<file path="src/rtl/pipe_ctrl_pkg.sv">
// Shared definitions for the pipeline stall/flush sequencer: state encoding,
// default register-index width and the hard-wired zero register.
package pipe_ctrl_pkg;

    localparam int REG_ADDR_W_DEF = 5;
    localparam int ZERO_REG       = 0;

    typedef enum logic [1:0] {
        ST_RUN   = 2'd0,
        ST_DMISS = 2'd1,
        ST_IMISS = 2'd2
    } ctrl_state_e;

endpackage

</file>
<file path="src/rtl/load_use_detect.sv">
// Combinational load-use comparator: an ID-stage source matches the
// destination of a load sitting in EX. Writes to the zero register never count.
module load_use_detect
    import pipe_ctrl_pkg::*;
#(
    parameter int REG_ADDR_W = REG_ADDR_W_DEF
) (
    input  logic [REG_ADDR_W-1:0] id_rs1,
    input  logic [REG_ADDR_W-1:0] id_rs2,
    input  logic                  id_use_rs1,
    input  logic                  id_use_rs2,
    input  logic [REG_ADDR_W-1:0] ex_rd,
    input  logic                  ex_is_load,
    output logic                  lu
);

    logic rd_nonzero;
    logic rs1_hit;
    logic rs2_hit;

    assign rd_nonzero = (ex_rd != REG_ADDR_W'(ZERO_REG));
    assign rs1_hit    = id_use_rs1 && (id_rs1 == ex_rd);
    assign rs2_hit    = id_use_rs2 && (id_rs2 == ex_rd);
    assign lu         = ex_is_load && rd_nonzero && (rs1_hit || rs2_hit);

endmodule

</file>
<file path="src/rtl/pipe_hazard_ctrl.sv">
// Stall/flush sequencer for the 5-stage pipeline (RUN / DMISS / IMISS).
// Define PIPE_HAZARD_PERF_EN to add saturating stall/D-miss/flush counters.
module pipe_hazard_ctrl
    import pipe_ctrl_pkg::*;
#(
    parameter int REG_ADDR_W = REG_ADDR_W_DEF
`ifdef PIPE_HAZARD_PERF_EN
    ,
    parameter int CNT_W = 32
`endif
) (
    input  logic                  clk,
    input  logic                  reset,
    input  logic [REG_ADDR_W-1:0] id_rs1,
    input  logic [REG_ADDR_W-1:0] id_rs2,
    input  logic                  id_use_rs1,
    input  logic                  id_use_rs2,
    input  logic [REG_ADDR_W-1:0] ex_rd,
    input  logic                  ex_is_load,
    input  logic                  ex_branch_taken,
    input  logic                  icache_req,
    input  logic                  icache_ready,
    input  logic                  dcache_req,
    input  logic                  dcache_ready,
    output logic                  stall_pc,
    output logic                  pc_redirect,
    output logic                  stall_if_id,
    output logic                  stall_id_ex,
    output logic                  stall_ex_mem,
    output logic                  stall_mem_wb,
    output logic                  flush_if_id,
    output logic                  flush_id_ex,
    output logic [1:0]            ctrl_state
`ifdef PIPE_HAZARD_PERF_EN
    ,
    input  logic                  perf_clr,
    output logic [CNT_W-1:0]      perf_stall_cyc,
    output logic [CNT_W-1:0]      perf_dmiss_cyc,
    output logic [CNT_W-1:0]      perf_flush_cnt
`endif
);

    ctrl_state_e state_q, state_d;
    logic        kill_pending_q, kill_pending_d;
    logic        lu;
    logic        dmiss;
    logic        imiss;
    logic        freeze;

    load_use_detect #(.REG_ADDR_W(REG_ADDR_W)) u_lu (
        .id_rs1     (id_rs1),
        .id_rs2     (id_rs2),
        .id_use_rs1 (id_use_rs1),
        .id_use_rs2 (id_use_rs2),
        .ex_rd      (ex_rd),
        .ex_is_load (ex_is_load),
        .lu         (lu)
    );

    assign dmiss  = dcache_req && !dcache_ready;
    assign imiss  = icache_req && !icache_ready;
    // Once frozen, only dcache_ready releases us, whatever dcache_req does.
    assign freeze = (state_q == ST_DMISS) ? !dcache_ready : dmiss;

    always_comb begin
        state_d        = state_q;
        kill_pending_d = kill_pending_q;
        stall_pc       = 1'b0;
        pc_redirect    = 1'b0;
        stall_if_id    = 1'b0;
        stall_id_ex    = 1'b0;
        stall_ex_mem   = 1'b0;
        stall_mem_wb   = 1'b0;
        flush_if_id    = 1'b0;
        flush_id_ex    = 1'b0;

        if (freeze) begin
            stall_pc     = 1'b1;
            stall_if_id  = 1'b1;
            stall_id_ex  = 1'b1;
            stall_ex_mem = 1'b1;
            stall_mem_wb = 1'b1;
            state_d      = ST_DMISS;
        end else if (state_q == ST_IMISS) begin
            stall_pc    = 1'b1;
            flush_if_id = 1'b1;
            if (ex_branch_taken) begin
                pc_redirect    = 1'b1;
                flush_id_ex    = 1'b1;
                stall_pc       = 1'b0;
                kill_pending_d = 1'b1;
            end
            if (icache_ready) begin
                state_d        = ST_RUN;
                kill_pending_d = 1'b0;
                // A fetch that returns after a redirect is wrong-path and is dropped.
                if (!kill_pending_q && !ex_branch_taken) begin
                    flush_if_id = 1'b0;
                    stall_pc    = 1'b0;
                end
            end
        end else begin
            state_d = ST_RUN;
            if (ex_branch_taken) begin
                pc_redirect = 1'b1;
                flush_if_id = 1'b1;
                flush_id_ex = 1'b1;
            end else if (lu) begin
                stall_pc    = 1'b1;
                stall_if_id = 1'b1;
                flush_id_ex = 1'b1;
            end else if (imiss) begin
                stall_pc    = 1'b1;
                flush_if_id = 1'b1;
                if (state_q == ST_RUN) begin
                    state_d = ST_IMISS;
                end
            end
        end

        if (!reset) begin
            stall_pc     = 1'b0;
            pc_redirect  = 1'b0;
            stall_if_id  = 1'b0;
            stall_id_ex  = 1'b0;
            stall_ex_mem = 1'b0;
            stall_mem_wb = 1'b0;
            flush_if_id  = 1'b0;
            flush_id_ex  = 1'b0;
        end
    end

    always_ff @(posedge clk or negedge reset) begin
        if (!reset) begin
            state_q        <= ST_RUN;
            kill_pending_q <= 1'b0;
        end else begin
            state_q        <= state_d;
            kill_pending_q <= kill_pending_d;
        end
    end

    assign ctrl_state = state_q;

`ifdef PIPE_HAZARD_PERF_EN
    logic [2:0]       perf_inc;
    logic [CNT_W-1:0] perf_cnt_q [3];

    assign perf_inc[0] = stall_pc;
    assign perf_inc[1] = (state_q == ST_DMISS);
    assign perf_inc[2] = flush_id_ex;

    genvar gi;
    generate
        for (gi = 0; gi < 3; gi++) begin : g_perf
            always_ff @(posedge clk or negedge reset) begin
                if (!reset) begin
                    perf_cnt_q[gi] <= '0;
                end else if (perf_clr) begin
                    perf_cnt_q[gi] <= '0;
                end else if (perf_inc[gi] && (perf_cnt_q[gi] != {CNT_W{1'b1}})) begin
                    perf_cnt_q[gi] <= perf_cnt_q[gi] + 1'b1;
                end
            end
        end
    endgenerate

    assign perf_stall_cyc = perf_cnt_q[0];
    assign perf_dmiss_cyc = perf_cnt_q[1];
    assign perf_flush_cnt = perf_cnt_q[2];
`endif

endmodule

</file>
<file path="config.mk">
export PLATFORM = sky130hd
export DESIGN_NAME = pipe_hazard_ctrl
export DESIGN_NICKNAME = d
export VERILOG_FILES = /design/src/rtl/pipe_ctrl_pkg.sv /design/src/rtl/load_use_detect.sv /design/src/rtl/pipe_hazard_ctrl.sv
export SDC_FILE = /design/constraint.sdc
export NUM_CORES = 1
export LEC_CHECK = 0
export CAP_MARGIN = 15
export CORE_MARGIN = 2
export CORE_UTILIZATION = 31
export CTS_CLUSTER_DIAMETER = 60
export DETAILED_ROUTE_END_ITERATION = 6
export HOLD_SLACK_MARGIN = 0.03
export PLACE_DENSITY = 0.77
export SYNTH_ARGS = -nofsm -noshare
export SYNTH_HDL_FRONTEND = slang
export SYNTH_SLANG_ARGS = --single-unit
</file>
<file path="constraint.sdc">
create_clock -name clk -period 1.9 [get_ports clk]
set_input_delay 0.285 -clock clk [delete_from_list [all_inputs] [get_ports clk]]
set_output_delay 0.285 -clock clk [all_outputs]
set_load 0.01 [all_outputs]
</file>
Yosys cells after proc, flatten, opt, wreduce, memory -nomap -nowiden
Cells that the tools add are included.
Storage, ports and cells
  input bits: 25
  output and inout port bits: 10
  register bits: 3
  word-level logic and storage cells: 64
Operators by class
  eq/ne operators: 5
  reduce and logical (&&, ||, !) cells: 16
  bitwise logic cells: 1
  muxes and demuxes: 40
Operator list (number)
  $mux 1: 33
  $mux 2: 7
  $eq 5x5->1: 2
  $logic_and 1x1->1: 7
  $reduce_bool 5->1: 1
  $logic_not 1->1: 4
  $ne 3x3->1 const B: 1
  $reduce_and 3->1: 1
  $eq 2x1->1 const B: 1
  $eq 2x2->1 const B: 1
  $logic_not 2->1: 1
  $reduce_bool 2->1: 1
  $logic_or 1x1->1: 1
  $not 1->1: 1

Longest topological paths before layout
  depth after elaboration: 9
  mapped depth: 6
  mapped depth without buffers: 5

Cells and area by module
Synthesis repeated with hierarchy kept, for this count alone.
Unflattened totals
  cell total of the unflattened synthesis: 48
  area total of the unflattened synthesis: 409.1 um^2
Modules (own cells, without submodules)
  pipe_hazard_ctrl: sequential area each 75.1 um^2, area each 275.3 um^2, cells an instance 31, instances 1
  load_use_detect: sequential area each 0.0 um^2, area each 133.9 um^2, cells an instance 17, instances 1

Least setup slack after synthesis
Ideal clock, no wire load.
  path type: in2out
  start: input ex_rd[3]
  end: output flush_id_ex
  required time: 1.615 ns
  slack: 0.196 ns
  data arrival time: 1.419 ns
  buffers on the path: 0
  stages: 4
  cells stage by stage: xor2_1 > nor4_2 > a32oi_1 > o41ai_1
On the way
  word-level cells in the longest chain between the ends: 9
  elaborated cells on any way between the ends: 13
  classes of those cells: 2 x eq/ne; 5 x mux; 6 x reduce/logical
Ends and longest elaborated chain
  start, declared: line pipe_hazard_ctrl.sv:18  | input logic [REG_ADDR_W-1:0] ex_rd,
  $eq 5x5->1, on equally long branches: line load_use_detect.sv:22, load_use_detect.sv:23
  $logic_and 1x1->1, on equally long branches: line load_use_detect.sv:22, load_use_detect.sv:23
  $logic_or 1x1->1: line load_use_detect.sv:24  | assign lu = ex_is_load && rd_nonzero && (rs1_hit || rs2_hit);
  $logic_and 1x1->1 *: line load_use_detect.sv:24
  $mux 1 *: line pipe_hazard_ctrl.sv:108  | end else if (lu) begin
  $mux 1 *: line pipe_hazard_ctrl.sv:104  | if (ex_branch_taken) begin
  $mux 1 *: line pipe_hazard_ctrl.sv:84  | end else if (state_q == ST_IMISS) begin
  $mux 1 *: line pipe_hazard_ctrl.sv:77  | if (freeze) begin
  $mux 1 *: line pipe_hazard_ctrl.sv:121  | if (!reset) begin
  end, declared: line pipe_hazard_ctrl.sv:32  | output logic flush_id_ex,
Mark *: on every way between the ends. The rest lies on a longest branch, timed or not.

Worst setup path in the final report
  start: input id_rs2[1]
  end: output stall_if_id
On the way
  word-level cells in the longest chain between the ends: 9
Ends and longest elaborated chain
  start, declared: line pipe_hazard_ctrl.sv:15  | input logic [REG_ADDR_W-1:0] id_rs2,
  $eq 5x5->1: line load_use_detect.sv:23  | assign rs2_hit = id_use_rs2 && (id_rs2 == ex_rd);
  $logic_and 1x1->1: line load_use_detect.sv:23
  $logic_or 1x1->1: line load_use_detect.sv:24
  $logic_and 1x1->1: line load_use_detect.sv:24
  $mux 1: line pipe_hazard_ctrl.sv:108
  $mux 1: line pipe_hazard_ctrl.sv:104
  $mux 1: line pipe_hazard_ctrl.sv:84
  $mux 1: line pipe_hazard_ctrl.sv:77
  $mux 1: line pipe_hazard_ctrl.sv:121
  end, declared: line pipe_hazard_ctrl.sv:27  | output logic stall_if_id,
Every way passes these cells.

==> impl_results.md <==
* Status: finished, final reports clean
* Leakage at 0.429 nW
* Sw Share at 31.1%
* Clock share of power at 31.0%
* Area leader, netlist: dfrtp_1
* Max Slew Vio Count at 0
* Setup crit start kind: input pin
* Met2 Usage GRT at 37.5%
* ANT cells at 0
* Tot GR Track Use at between 10% and 20%
* CTS tree: built
* Hold buffer count at CTS at 0
* Cells after synthesis at 54
* Main synth FF type: dfrtp_1
* Async SR Flop Fraction at 100%
* RSZ-0062 raised after global routing: true
* Setup TNS at 0 ns
* Fmax at 528 MHz
* PortBufs at 34
* Req. time, crit path at 1.62 ns
* CP Capture Type: output port
* Remaining DRCs at 0
* Most crowded layer after global routing: met2
* CP top delay family: buffers and inverters
* Initial antenna violation count at 0
* Max-cap viol count at 0
* Core area at 0.00130 sq mm
* Hold WS at a little over 0.2 ns
* Finished Cell Area at around 870 sq um
* Vias in the first global route at 543
* Die width at 41.2 microns
* Sequential-to-total area share from yosys stat at 17.5%
* Synth top area cells: dfrtp_1, xor2_1, inv_1
* Syn-to-layout area delta at 103%
* Most numerous cell in the Yosys netlist: xor2_1
* First-pass GRT wire length at 2.12 mm
* TritonCTS Buffers at 3
* Share of power burned in registers at 21.8%
* Worst Path Class, Setup: input pin to output port
* Starting Density at 32.9%
* Worst path cell trace: clkdlybuf4s15_1, xor2_1, nor4_1, a32oi_2, buf_4, o41ai_2, buf_2
* P_int at between 0.2 and 0.25 mW
* Max incr delay on CP at 0.32 ns
* Area post-placement at 847 sq um
* Hold WC Path Type: input pin to asynchronous set/reset pin
* Gate power share at a little under half
* Pin count of the biggest net entering global routing at 6
* TritonRoute pass-1 iters at 4
* DR WL/cell at 11.7 microns
* # clock sinks at 3
* Critical Path AT at 1.61 ns
* Die area at between 0.0015 and 0.002 sq mm
* Routed WL at 1.40 mm
* Synth cell types at 28
* Syn nets at 79
* Most frequent cells after synthesis: xor2_1, inv_1
* RePlAce Congestion at between 0.7 and 0.8
* # rows at 13
* Antenna-violating nets left at 0
* Worst IR Drop VDD at 352 uV
* Syn_area_per_cell at 7.92 sq um
* Worst slew pin tran at 0.300 ns
* Final #Nets at 130
* Fin crit share at 99.7%
* Share of the synthesized area in the top cell type at 17.5%
* Layout cells sized above 1 at 40.4%
* Clk Latency, worst-skew pair at between 0.2 and 0.25 ns
* Number of warning messages in the yosys log at 0
* Synthesis-stage register bit count at 3
* Met3 usage at 4.89%
* Total congestion overflow at 0
* Die H at 41.2 microns
* Net Sw Power at about 0.11 mW
* Tmin final at 1.89 ns
* Rel. slew slack at 79.8%
* Crit path buffers/inverters at 3
* CP max-delay cell: nor4_1
* Max Buffers Root-to-Sink at 2
* Clk slew on worst S/H paths at ~0.040 ns
* Final Hold Fails at 0
* IO Count at 35
* Post-synth EDFFs at 0
* Vias per cell at 4.94
* Clk_skew at 0.00440 ns
* Critical path fanouts, max at 4
* Via count at a little under 600
* Cell Pwr Density at 415 mW/mm^2
* Final setup viols at 0
* DPL Wire Length at 1.09 mm
* Initial DRC count at 10
* Mapped cell area at 428 sq um
* Met1 Use GR at 19.7%
* CTS Root Buffer Type: clkbuf_4
* H-tree levels at 1
-- flip-flops by register name, summed over array words and instances, names as in the netlist --
register,cells
kill_pending_q,1
ctrl_state,2
-- layout by cell type (no fill, tap or decap), drive strengths merged --
cell / count
nand2b: 3
o21a: 1
clkdlybuf4s15: 4
inv: 7
o21ai: 2
a21oi: 3
a32oi: 1
o41ai: 2
xor2: 8
nor4: 2
o311a: 1
nor2: 2
o31a: 1
o41a: 1
dfrtp: 3
o211ai: 1
nand2: 3
clkbuf: 8
clkdlybuf4s50: 11
buf: 26
xnor2: 2
dlygate4sd2: 3
nor2b: 3
and2: 1
o21bai: 1
nand3: 1
o221ai: 1
a31oi: 1
or4: 1
-- final cells by class --
type                            instances  area, sq um
Fill cell                             117          434
Multi-Input combinational cell         42          343
Clock buffer                            4         26.3
Tap cell                               15         18.8
Sequential cell                         3         75.1
Timing Repair Buffer                   48          378
Inverter                                7         26.3
-- kinds of logic after synthesis --
family	count (synthesis)	share of synthesized area [%]
buffers and inverters	9	9.65
XOR/XNOR	10	20.5
AND/OR/NAND/NOR	16	21.9
flip-flops	3	17.5
AO/OA/AOI/OAI	16	30.4
-- per-layer routing --
layer	routed length (microns)	vias to the layer above
li1	-	291
met1	504	256
met4	4	0
met2	749	39
met3	138	2
met5	0	-
-- timing repair --
action / in CTS / in global routing
gates cloned: 0 / 0
endpoints found under the hold margin: 0 / 0
pin swaps: 12 / 1
gates resized for setup: 66 / 14
setup endpoints to repair: 8 / 8
setup buffers: 3 / 1
-- per-stage QoR --
step                worst slack [ns]  instances  util [%]  power (mW)
floorplan                      0.196         54         -       0.146
global placement              -0.800        111      65.1       0.254
detailed placement            -0.840        111      65.1       0.256
CTS                         0.000142        118      66.0       0.359
global route                 -0.0922        119      66.6       0.383
finish                       0.00628        119      66.6       0.359
-- final timing paths --
path / start / end / slack (ns) / depth (start not counted)
worst max-delay path: id_rs2[1] / stall_if_id / 0.006 / 7
worst min-delay path: reset / kill_pending_q$_DFFE_PN0P_ / 0.20 / 2
worst max register to register: ctrl_state[0]$_DFFE_PN0P_ / kill_pending_q$_DFFE_PN0P_ / 0.70 / 5
worst min register to register: kill_pending_q$_DFFE_PN0P_ / kill_pending_q$_DFFE_PN0P_ / 0.52 / 2
max in group asynchronous: reset / ctrl_state[0]$_DFFE_PN0P_ / 1.59 / 2
min in group clk: kill_pending_q$_DFFE_PN0P_ / kill_pending_q$_DFFE_PN0P_ / 0.52 / 2
-- worst reg2reg max path: cells and delay by family (launching register included) --
| kind | cells | cell delay [ns] |
|---|---|---|
| simple gates | 1 | 0.24 |
| flops | 1 | 0.36 |
| compound gates | 3 | 0.38 |
| buf+inv | 1 | 0.14 |
-- power groups by stage --
stage	sequential (mW)	clock, mW	combinational (mW)
6_report	0.0783	0.112	0.170
5_1_grt	0.0802	0.118	0.184
4_1_cts	0.0784	0.115	0.166
3_5_place_dp	0.0792	0	0.176
3_3_place_gp	0.0791	0	0.175
2_1_floorplan	0.0805	0	0.0655
(Power assumes the default switching activity.)
